`src/rtl/cdce62002_pkg.sv`:
```
// Shared definitions for the CDCE62002 SPI programming and readback engines.
package cdce62002_pkg;

    localparam int unsigned WORD_W   = 32;
    localparam logic [3:0]  CMD_READ = 4'hE;

    typedef enum logic [2:0] {
        RB_IDLE,
        RB_CMD,
        RB_GAP,
        RB_READ,
        RB_FIN
    } rb_state_t;

    // Read command: address in bits [7:4], command nibble in [3:0].
    function automatic logic [WORD_W-1:0] build_read_cmd(input logic [3:0] addr);
        return {24'h0, addr, CMD_READ};
    endfunction

endpackage

```
`src/rtl/cdce62002_spi_phy.sv`:
```
// Bit-level SPI shifter: HALF-cycle clock phases, 32-bit frames, LSB first.
// Transmit frames shift out on spi_clk falls; receive frames shift in on rises.
module cdce62002_spi_phy
    import cdce62002_pkg::*;
#(
    parameter int unsigned HALF = 1
) (
    input  logic              clk,
    input  logic              reset,
    input  logic              load,
    input  logic              tx,
    input  logic [WORD_W-1:0] load_data,
    input  logic              shift_en,
    input  logic              miso,
    output logic              sclk,
    output logic              mosi,
    output logic              rise,
    output logic              bit_done,
    output logic              frame_done,
    output logic [WORD_W-1:0] rx_data
);

    localparam logic [7:0] HALF_LAST = 8'(HALF - 1);

    logic [7:0]        half_cnt_q;
    logic [4:0]        bit_cnt_q;
    logic [WORD_W-1:0] sr_q;
    logic              sclk_q;
    logic              tx_q;
    logic              phase_end;

    assign phase_end  = shift_en && (half_cnt_q == HALF_LAST);
    assign rise       = phase_end && !sclk_q;
    assign bit_done   = phase_end && sclk_q;
    assign frame_done = bit_done && (bit_cnt_q == 5'd31);

    always_ff @(posedge clk) begin
        if (reset) begin
            half_cnt_q <= '0;
            bit_cnt_q  <= '0;
            sr_q       <= '0;
            sclk_q     <= 1'b0;
            tx_q       <= 1'b0;
        end else if (load) begin
            half_cnt_q <= '0;
            bit_cnt_q  <= '0;
            sr_q       <= load_data;
            sclk_q     <= 1'b0;
            tx_q       <= tx;
        end else if (shift_en) begin
            if (phase_end) begin
                half_cnt_q <= '0;
                sclk_q     <= !sclk_q;
                if (rise && !tx_q) begin
                    sr_q <= {miso, sr_q[WORD_W-1:1]};
                end
                if (bit_done) begin
                    bit_cnt_q <= bit_cnt_q + 5'd1;
                    // Zeros fill from the top, so MOSI idles low once the frame drains.
                    if (tx_q) begin
                        sr_q <= {1'b0, sr_q[WORD_W-1:1]};
                    end
                end
            end else begin
                half_cnt_q <= half_cnt_q + 8'd1;
            end
        end
    end

    assign sclk    = sclk_q;
    assign mosi    = tx_q & sr_q[0];
    assign rx_data = sr_q;

endmodule

```
`src/rtl/cdce62002_readback.sv`:
```
// CDCE62002 register readback: command frame, LE gap, 32-bit read frame, compare.
module cdce62002_readback
    import cdce62002_pkg::*;
#(
    parameter int unsigned HALF     = 1,
    parameter int unsigned GAP_BITS = 4
) (
    input  logic              clk,
    input  logic              reset,
    input  logic              start,
    input  logic [3:0]        reg_addr,
    input  logic [WORD_W-1:0] expected,
    output logic              busy,
    output logic              done,
    output logic [WORD_W-1:0] rdata,
    output logic              mismatch,
    output logic              spi_clk,
    output logic              spi_le,
    output logic              spi_mosi,
    input  logic              spi_miso
);

    localparam int unsigned GAP_LEN  = GAP_BITS * 2 * HALF;
    localparam logic [16:0] GAP_LAST = 17'(GAP_LEN - 1);

    rb_state_t         state_q;
    logic [16:0]       gap_cnt_q;
    logic [WORD_W-1:0] exp_q;
    logic [WORD_W-1:0] rdata_q;
    logic              le_q;
    logic              busy_q;
    logic              done_q;
    logic              mismatch_q;

    logic              accept;
    logic              gap_last;
    logic              phy_load;
    logic              phy_tx;
    logic              shift_en;
    logic              frame_done;
    logic [WORD_W-1:0] rx_data;

    assign accept   = (state_q == RB_IDLE) && start;
    assign gap_last = (state_q == RB_GAP) && (gap_cnt_q == GAP_LAST);
    assign phy_load = accept || gap_last;
    assign phy_tx   = (state_q == RB_IDLE);
    assign shift_en = (state_q == RB_CMD) || (state_q == RB_READ);

    cdce62002_spi_phy #(.HALF(HALF)) u_phy (
        .clk        (clk),
        .reset      (reset),
        .load       (phy_load),
        .tx         (phy_tx),
        .load_data  (phy_tx ? build_read_cmd(reg_addr) : '0),
        .shift_en   (shift_en),
        .miso       (spi_miso),
        .sclk       (spi_clk),
        .mosi       (spi_mosi),
        .rise       (),
        .bit_done   (),
        .frame_done (frame_done),
        .rx_data    (rx_data)
    );

    always_ff @(posedge clk) begin
        if (reset) begin
            state_q    <= RB_IDLE;
            gap_cnt_q  <= '0;
            exp_q      <= '0;
            rdata_q    <= '0;
            le_q       <= 1'b1;
            busy_q     <= 1'b0;
            done_q     <= 1'b0;
            mismatch_q <= 1'b0;
        end else begin
            done_q <= 1'b0;
            case (state_q)
                RB_IDLE: begin
                    if (start) begin
                        exp_q   <= expected;
                        le_q    <= 1'b0;
                        busy_q  <= 1'b1;
                        state_q <= RB_CMD;
                    end
                end
                RB_CMD: begin
                    if (frame_done) begin
                        le_q      <= 1'b1;
                        gap_cnt_q <= '0;
                        state_q   <= RB_GAP;
                    end
                end
                RB_GAP: begin
                    if (gap_cnt_q == GAP_LAST) begin
                        le_q    <= 1'b0;
                        state_q <= RB_READ;
                    end else begin
                        gap_cnt_q <= gap_cnt_q + 17'd1;
                    end
                end
                RB_READ: begin
                    if (frame_done) begin
                        le_q       <= 1'b1;
                        done_q     <= 1'b1;
                        rdata_q    <= rx_data;
                        mismatch_q <= (rx_data != exp_q);
                        state_q    <= RB_FIN;
                    end
                end
                RB_FIN: begin
                    busy_q  <= 1'b0;
                    state_q <= RB_IDLE;
                end
                default: state_q <= RB_IDLE;
            endcase
        end
    end

    assign busy     = busy_q;
    assign done     = done_q;
    assign rdata    = rdata_q;
    assign mismatch = mismatch_q;
    assign spi_le   = le_q;

endmodule

```
`config.mk`:
```
export PLATFORM = sky130hd
export DESIGN_NAME = cdce62002_readback
export DESIGN_NICKNAME = d
export VERILOG_FILES = /design/src/rtl/cdce62002_pkg.sv /design/src/rtl/cdce62002_spi_phy.sv /design/src/rtl/cdce62002_readback.sv
export SDC_FILE = /design/constraint.sdc
export NUM_CORES = 1
export LEC_CHECK = 0
export CAP_MARGIN = 20
export CELL_PAD_IN_SITES_DETAIL_PLACEMENT = 1
export CELL_PAD_IN_SITES_GLOBAL_PLACEMENT = 2
export CORE_MARGIN = 1
export CORE_UTILIZATION = 29
export DETAILED_ROUTE_END_ITERATION = 8
export PLACE_DENSITY = 0.74
export SLEW_MARGIN = 20
export SYNTH_ARGS = -nofsm -noshare
export SYNTH_HDL_FRONTEND = slang
export SYNTH_SLANG_ARGS = --single-unit
```
`constraint.sdc`:
```
create_clock -name clk -period 2.11 [get_ports clk]
set_input_delay 0.422 -clock clk [delete_from_list [all_inputs] [get_ports clk]]
set_output_delay 0.422 -clock clk [all_outputs]
set_load 0.005 [all_outputs]
```
# Yosys cells after proc, flatten, opt, wreduce, memory -nomap -nowiden
# Index checks and enable logic that the tools add are counted.
dict set report totals {
  register_bits 135
  word_cells 84
}
dict set report classes {
  eq_ne 13
  addsub 3
  n_mux 23
  reduce_logical 30
  n_bitwise 2
}
# op n
set ops {}
lappend ops {{$mux 32} 6}
lappend ops {{$mux 17} 2}
lappend ops {{$pmux 17 s2} 1}
lappend ops {{$ne 32x32->1} 1}
lappend ops {{$add 17x1->17 const B} 1}
lappend ops {{$eq 17x3->1 const B} 1}
lappend ops {{$mux 8} 2}
lappend ops {{$mux 3} 4}
lappend ops {{$pmux 3 s4} 1}
lappend ops {{$reduce_and 2->1} 5}
lappend ops {{$add 8x1->8 const B} 1}
lappend ops {{$logic_not 8->1} 1}
lappend ops {{$ne 2x2->1 const B} 4}
lappend ops {{$reduce_and 4->1} 2}
lappend ops {{$reduce_bool 2->1} 4}
lappend ops {{$logic_and 1x1->1} 7}
lappend ops {{$eq 3x2->1 const B} 2}
lappend ops {{$reduce_and 3->1} 2}
lappend ops {{$reduce_or 2->1} 3}
lappend ops {{$add 5x1->5 const B} 1}
lappend ops {{$eq 5x5->1 const B} 1}
lappend ops {{$mux 1} 5}
lappend ops {{$ne 2x1->1 const B} 2}
lappend ops {{$eq 3x1->1 const B} 1}
lappend ops {{9 further kinds} 11}

# Longest topological paths before layout
# Gate-level depths: netlist of the first run.
dict set report logic_depth {
  ltp_word 11
  depth_mapped 10
  depth_no_buf 8
}

# By module
# Synthesis of the first run repeated with hierarchy kept, for this count alone.
dict set report unflattened {
  hier_cells 762
  area_unflattened_um2 6282.3
}
# module instances area_per_inst_um2 cells_per_inst seq_area_each_um2
set modules_own_cells {}
lappend modules_own_cells {cdce62002_readback 1 3791.1 479 1761.7}
lappend modules_own_cells {cdce62002_spi_phy 1 2491.1 283 940.9}

# Worst setup path before layout of the first run
# No wires, ideal clock.
dict set report synth_path {
  kind {flip-flop to flip-flop}
  from {register u_phy.bit_cnt_q[0]}
  to {register gap_cnt_q[5]}
  t_arrival_ps 1977
  setup_slack_ps 63
  synth_period_minus_slack_ps 2047
  n_path_buf 1
  required_ps 2039
  setup_time_ps 71
  path_stages_with_launch 10
  path_cell_list {dfxtp_1 -> ha_1 -> and3_1 -> ha_1 -> and3b_1 -> and4_1 -> buf_6 -> a21oi_4 -> or4_1 -> a21oi_1}
}
dict set report synth_between {
  elab_chain_cells 4
}
# element line_no
set synth_rtl {}
lappend synth_rtl {{start, declared} cdce62002_spi_phy.sv:26} ;# logic [4:0] bit_cnt_q;
lappend synth_rtl {{start signal, assigned} cdce62002_spi_phy.sv:58} ;# bit_cnt_q <= bit_cnt_q + 5'd1;
lappend synth_rtl {{$eq 5x5->1} cdce62002_spi_phy.sv:35} ;# assign frame_done = bit_done && (bit_cnt_q == 5'd31);
lappend synth_rtl {{$logic_and 1x1->1} cdce62002_spi_phy.sv:35}
lappend synth_rtl {{$ne 2x2->1 (no source line)} n/a}
lappend synth_rtl {{$reduce_and 3->1 (no source line)} n/a}
lappend synth_rtl {{end signal, assigned} cdce62002_readback.sv:98} ;# gap_cnt_q <= gap_cnt_q + 17'd1;
lappend synth_rtl {{end, declared} cdce62002_readback.sv:27} ;# logic [16:0] gap_cnt_q;
# Every way passes these cells.
# A chain may end at the register's enable or synchronous reset.

# Worst setup path in the final report of the first run
dict set report layout_path {
  from {register u_phy.bit_cnt_q[1]}
  to {register gap_cnt_q[5]}
}
# The elaborated chain is that of the path after synthesis.

==> out/qor.csv, run 1 <==
stage;metric;value;unit
status;status;finished, final reports clean;
sta;minimum clock period;2022;ps
floorplan;Die H;141.0;um
route;Final ANT Viol Nets;0;
synth;Mean Syn Cell Area;8.134;um2
route;vias per inst;4.848;
critical_path;CP Launch Type;flop;
critical_path;RR Endpoint;gap_cnt_q[5];
placement;Setup WS pre-CTS;-14.26;ps
synth;ys flop type;dfxtp_1;
cts;clk sinks;135;
sta;Final Hold Violating Endpoints;0;
synth;Distinct cells, synth;47;
floorplan;DIE AREA;0.01988;mm2
cts;worst skew pair latency;420;ps
cts;CTS tree;yes;
critical_path;reg2reg path depth;8;
sta;Slew @ Worst Pin;541.7;ps
cts;Num CTS Buffers;17;
critical_path;R2R setup slack;90;ps
global_route;GRT overflow;0;
final_layout;layout cells sized above 1;0.1185;
critical_path;CP endpoint kind;flop;
final_layout;Final Net Count;825;
final_layout;Layout area overhead;33.53;%
route;Post-Route WL;16880;um
placement;Placer Congestion;0.7695;
synth;gate count of the mapped netlist;689;
synth;most frequent cell after synthesis;nand2_1;
sta;max-slew violation count;0;
sta;Achievable Freq;0.4947;GHz
placement;placed cell areas;0.006770;mm2
synth;warnings from Yosys;0;
floorplan;die width;141.0;um
cts;CTS Buffer Depth;2;
route;# DRC;0;
global_route;initial antenna violation count;0;
final_layout;Fillers;2198;
final_layout;register area;0.002710;mm2
sta;clock skew;7.745;ps
hold_path;Hold Path End;spi_le;
power_and_ir_drop;peak supply drop;0.5879;mV
critical_path;Crit Path Class;flop to flop;
cts;CTS clk-pin slew, worst paths;60;ps
global_route;largest net degree at the start of global routing;37;
placement;Port Buffer Count;77;
global_route;vias in the first global route;5272;
cts;clk root buf;clkbuf_16;
sta;Slew HR;0.6355;
final_layout;Cell Count, Final, Fillers Out;1053;
critical_path;Worst Setup SP;u_phy.bit_cnt_q[1];
critical_path;worst path arrival time;2370;ps
synth;FFs w/ async S/R, synth;0;
route;via count;5105;
final_layout;ant diodes;0;
synth;number of synthesized flops with an enable pin;0;
route;Pre-antenna DRT Iters;4;
sta;Final WS setup;88.40;ps
hold_path;Worst Hold Class;input port to flop;
hold_path;hold_sp;reset;
critical_path;Worst R2R Start;u_phy.bit_cnt_q[1];
global_route;Total GRT Usage;0.1788;
power_and_ir_drop;Leak;2.511;nW
route;DRT iter0 DRCs;200;
flow_run;Max-cap violations;0;
synth;share of the synthesized area in the top cell type;0.4823;
hold_path;worst hold path cell count;3;
floorplan;I/O pin cnt;78;
synth;Commonest cells post-synth;193 x nand2_1, 135 x dfxtp_1, 111 x a21oi_1, 39 x xnor2_1, 29 x clkbuf_1;
synth;Synth area leaders;dfxtp_1 48%, nand2_1 13%, a21oi_1 9.9%, xnor2_1 6.1%, clkbuf_1 1.9%;
placement;detailed placement HPWL;12130;um
final_layout;post-route cell area;0.007483;mm2
sta;Setup-failing EPs final;0;
floorplan;total core area;0.01883;mm2
placement;Placed Instances;1015;
power_and_ir_drop;Pwr Density;787.6;mW/mm2
synth;Synth Register Bits;135;
synth;Post-Syn Area;0.005604;mm2
floorplan;initial core utilization;0.2976;
synth;Post-Syn Nets;734;
route;post-DR wirelength/cell;16.03;um
cts;CTS H-Tree Depth;4;
critical_path;critical-path maximum fanout;4;
global_route;first-pass GRT wire length;27440;um
critical_path;Critical Path RT;2460;ps
sta;period utilization;0.9581;
floorplan;num rows;50;
final_layout;Multi-input gate area;0.002748;mm2
synth;register area share after synthesis;0.4823;
synth;cell taking the most area after synthesis;dfxtp_1;
cts;cts hold-fix bufs;0;
-- worst max-delay path, cell delays in order (launching register included) --
cell and delay (ps):
dfxtp_2 360, ha_4 130, and3_4 190, ha_4 120, and3b_2 180, and4_4 250, a21oi_4 60, or4_1 520
a21oi_1 150
-- timing repair --
| item | in CTS | in global routing |
|---|---|---|
| pin swaps | 0 | 6 |
| resized for setup | 4 | 21 |
| setup buffers | 0 | 5 |
| endpoints found under the setup margin | 6 | 56 |
| cloned | 0 | 1 |
| hold endpoints to repair | 0 | 0 |
-- layout by cell type, fill, tap and decap left out, types with 11 or more instances in the layout --
master / synthesis / routed
a21oi_1: 111 / 110
buf_4: 3 / 35
clkbuf_16: 0 / 18
clkdlybuf4s50_1: 0 / 76
dfxtp_1: 135 / 131
nand2_1: 193 / 193
nand3_1: 12 / 12
nand4_1: 14 / 14
nor2_1: 26 / 25
o21ai_0: 16 / 16
or3_1: 12 / 11
xnor2_1: 39 / 39
-- worst max-delay path by stage --
stage               endpoint  slack [ps]  cells past startpoint
2_1_floorplan   gap_cnt_q[5]          60                      9
3_3_place_gp    gap_cnt_q[8]         100                      9
3_5_place_dp   gap_cnt_q[12]         -10                      9
4_1_cts             mismatch          20                      8
5_1_grt        gap_cnt_q[10]          -8                      9
6_report        gap_cnt_q[5]          90                      8
-- flip-flops by register name, indices dropped and copies added (netlist names), 3 cells and up --
name	flops
exp_q	32
state_q	3
u_phy.rx_data	32
rdata	32
u_phy.half_cnt_q	8
u_phy.bit_cnt_q	5
gap_cnt_q	17
-- stage by stage --
| stage | hold slack (ps) | power, W | util | TNS [ps] |
|---|---|---|---|---|
| after detailed placement | 450.7 | 0.003176 | 0.3595 | -32.54 |
| after floorplan | 440.6 | 0.002955 | - | 0 |
| after CTS | 304.1 | 0.005964 | 0.3899 | 0 |
| final | 332.3 | 0.005894 | 0.3974 | 0 |
| after global placement | 446.5 | 0.003164 | 0.3595 | 0 |
| after global routing | 346.6 | 0.006128 | 0.3974 | -23.82 |
-- final cells by class --
class                           count  area share
Inverter                            6    0.003010
Timing Repair Buffer              117      0.1496
Clock buffer                       25     0.06888
Tap cell                          260     0.04347
Multi-Input combinational cell    503      0.3672
Sequential cell                   135      0.3621
Clock inverter                      7    0.005685
-- metal layers --
| layer | track usage | part of all wire |
|---|---|---|
| met4 | 0.06693 | 0.013 |
| met5 | 0 | 0 |
| met3 | 0.03974 | 0.029 |
| met1 | 0.2215 | 0.47 |
| met2 | 0.3027 | 0.49 |
-- report_power, final --
part           total (W)  internal, W  switching [W]
Sequential       0.00266      0.00261      0.0000529
Clock            0.00277      0.00168        0.00109
Combinational   0.000461     0.000208       0.000253
-- cell families after synthesis --
logic type / after synthesis / share of synthesized area
simple gates: 296 / 0.2358
xor+xnor: 47 / 0.07345
buf+inv: 51 / 0.04108
fa+ha+maj: 5 / 0.01116
compound gates: 151 / 0.1491
flops: 135 / 0.4823
mux: 4 / 0.007145
Power figures use the tool's default switching activity.
==> run 2, diff against run 1 <==
--- a/config.mk
+++ b/config.mk
@@ -12,7 +12,6 @@
 export CORE_UTILIZATION = 29
 export DETAILED_ROUTE_END_ITERATION = 8
 export PLACE_DENSITY = 0.74
-export SLEW_MARGIN = 20
 export SYNTH_ARGS = -nofsm -noshare
 export SYNTH_HDL_FRONTEND = slang
 export SYNTH_SLANG_ARGS = --single-unit
==> constraint.sdc (replaced) <==
create_clock -name clk -period 2.11 [get_ports clk]
set_input_delay 0.633 -clock clk [delete_from_list [all_inputs] [get_ports clk]]
set_output_delay 0.633 -clock clk [all_outputs]
set_load 0.005 [all_outputs]
==> out/qor.csv, run 2 (synthesized netlist as in run 1, its figures left out) <==
stage;metric;value;unit
global_route;first-pass GRT wire length;27740;um
sta;Final Hold Violating Endpoints;0;
sta;Slew HR;0.5370;
final_layout;commonest non-fill, non-tap cell in the layout;nand2_1;
critical_path;CP endpoint kind;flop;
cts;cts hold-fix bufs;0;
global_route;Total GRT Usage;0.1813;
final_layout;Fillers;2226;
critical_path;Critical Path RT;2470;ps
route;Final ANT Viol Nets;0;
sta;clock skew;7.271;ps
final_layout;ant diodes;0;
final_layout;Layout area overhead;34.56;%
cts;clk root buf;clkbuf_16;
sta;max-slew violation count;0;
floorplan;die width;141.0;um
sta;period utilization;0.9614;
global_route;GRT overflow;0;
critical_path;crit-path max cell delay;360;ps
critical_path;CP bufs+invs;1;
route;vias per inst;4.828;
route;Pre-antenna DRT Iters;4;
route;# DRC;0;
sta;Slew @ Worst Pin;694.5;ps
flow_run;Max-cap violations;0;
critical_path;worst path arrival time;2390;ps
floorplan;I/O pin cnt;78;
placement;detailed placement HPWL;11930;um
floorplan;DIE AREA;0.01988;mm2
cts;CTS Buffer Depth;2;
global_route;vias in the first global route;5360;
final_layout;Multi-input gate area;0.002715;mm2
floorplan;initial core utilization;0.2976;
status;status;finished, final reports clean;
critical_path;Max stage delay cell, worst path;or3_4;
cts;CTS clk-pin slew, worst paths;60;ps
cts;worst skew pair latency;420;ps
final_layout;layout cells sized above 1;0.1136;
final_layout;register area;0.002710;mm2
cts;CTS tree;yes;
power_and_ir_drop;peak supply drop;0.4639;mV
floorplan;Die H;141.0;um
final_layout;most frequent cells in the layout;193 x nand2_1, 131 x dfxtp_1, 108 x a21oi_1;
final_layout;Cell Count, Final, Fillers Out;1052;
global_route;initial antenna violation count;0;
global_route;largest net degree at the start of global routing;63;
critical_path;Crit path max-delay family;simple AND/OR/NAND/NOR gates;
final_layout;Final Net Count;825;
sta;Achievable Freq;0.4930;GHz
sta;Setup-failing EPs final;0;
critical_path;CP Launch Type;flop;
route;post-DR wirelength/cell;16.37;um
cts;clk sinks;135;
cts;CTS H-Tree Depth;4;
power_and_ir_drop;Pwr Density;826.6;mW/mm2
cts;Num CTS Buffers;17;
sta;final hold slack;455.6;ps
floorplan;total core area;0.01883;mm2
power_and_ir_drop;Final Power;0.006233;W
placement;Placed Instances;1015;
critical_path;Crit Path Class;flop to flop;
route;Post-Route WL;17220;um
critical_path;worst-path cell chain;ha_1 > and3_1 > ha_2 > and3b_1 > and4_4 > a21oi_4 > buf_12 > or3_4 > a21oi_2;
sta;minimum clock period;2029;ps
hold_path;Worst Hold Class;flop to flop;
route;via count;5079;
power_and_ir_drop;Leak;2.580;nW
critical_path;critical-path maximum fanout;18;
placement;Placer Congestion;0.7734;
floorplan;num rows;50;
route;DRT iter0 DRCs;235;
placement;Port Buffer Count;77;
## run 2: changes by cell type in the layout (fill, tap and decap cells not counted), moves of 2 or more
cell       delta
a21oi_1       -2
a21oi_2       +2
and4_1        +2
and4_2        -2
buf_12        +3
buf_4         -3
bufinv_16     +3
clkbuf_8      -2
ha_1          +2
ha_4          -2
## run 2: cell type report
cell class	count	share of cell area
clock buffer	23	0.06471
clock inverter	8	0.01593
inverter	6	0.002987
multi-input combinational	503	0.3600
sequential	135	0.3594
tap	260	0.04314
timing repair buffer	117	0.1538
## run 2: worst register-to-register path, stage by stage, from the launching register on
cell	delay (ps)
dfxtp_2	340
ha_1	160
and3_1	160
ha_2	180
and3b_1	180
and4_4	240
a21oi_4	50
buf_12	150
or3_4	370
a21oi_2	130
## run 2: timing repair
item | CTS | global route
endpoints found under the setup margin | 2 | 56
pin swaps | 0 | 1
endpoints found under the hold margin | 0 | 0
resized for setup | 4 | 19
cloned | 0 | 1
setup buffers | 0 | 5
## run 2: worst paths after layout
kind                 startpoint            end  slack [ps]  depth (start not counted)
max          u_phy.bit_cnt_q[1]  gap_cnt_q[13]          80                          9
max reg2reg  u_phy.bit_cnt_q[1]  gap_cnt_q[13]          80                          9
min                    rdata[6]       rdata[6]         460                          2
min reg2reg            rdata[6]       rdata[6]         460                          2
## run 2: stage by stage
stage | util | setup slack, ps | TNS (ps) | instance area, um2
after global placement | 0.3609 | 14.45 | 0 | 6795
after global routing | 0.4005 | -21.41 | -164.9 | 7541
after CTS | 0.3936 | 2.578 | 0 | 7411
final | 0.4005 | 81.43 | 0 | 7541
after detailed placement | 0.3609 | 19.82 | 0 | 6795
after floorplan | - | 62.65 | 0 | 5604
## run 2: power by group
group / internal (W) / total (W) / switching [W]
combinational: 0.000218 / 0.000471 / 0.000253
sequential: 0.00261 / 0.00266 / 0.0000544
clock: 0.00197 / 0.00310 / 0.00113
total: 0.00480 / 0.00623 / 0.00143
## run 2: per-layer routing
metal,wire [um],global-route usage,share of wire,vias up
met1,8015,0.2280,0.47,2464
met5,0,0,0,-
met3,661,0.04008,0.038,19
li1,-,-,-,2511
met4,312,0.06121,0.018,0
met2,8234,0.3058,0.48,85
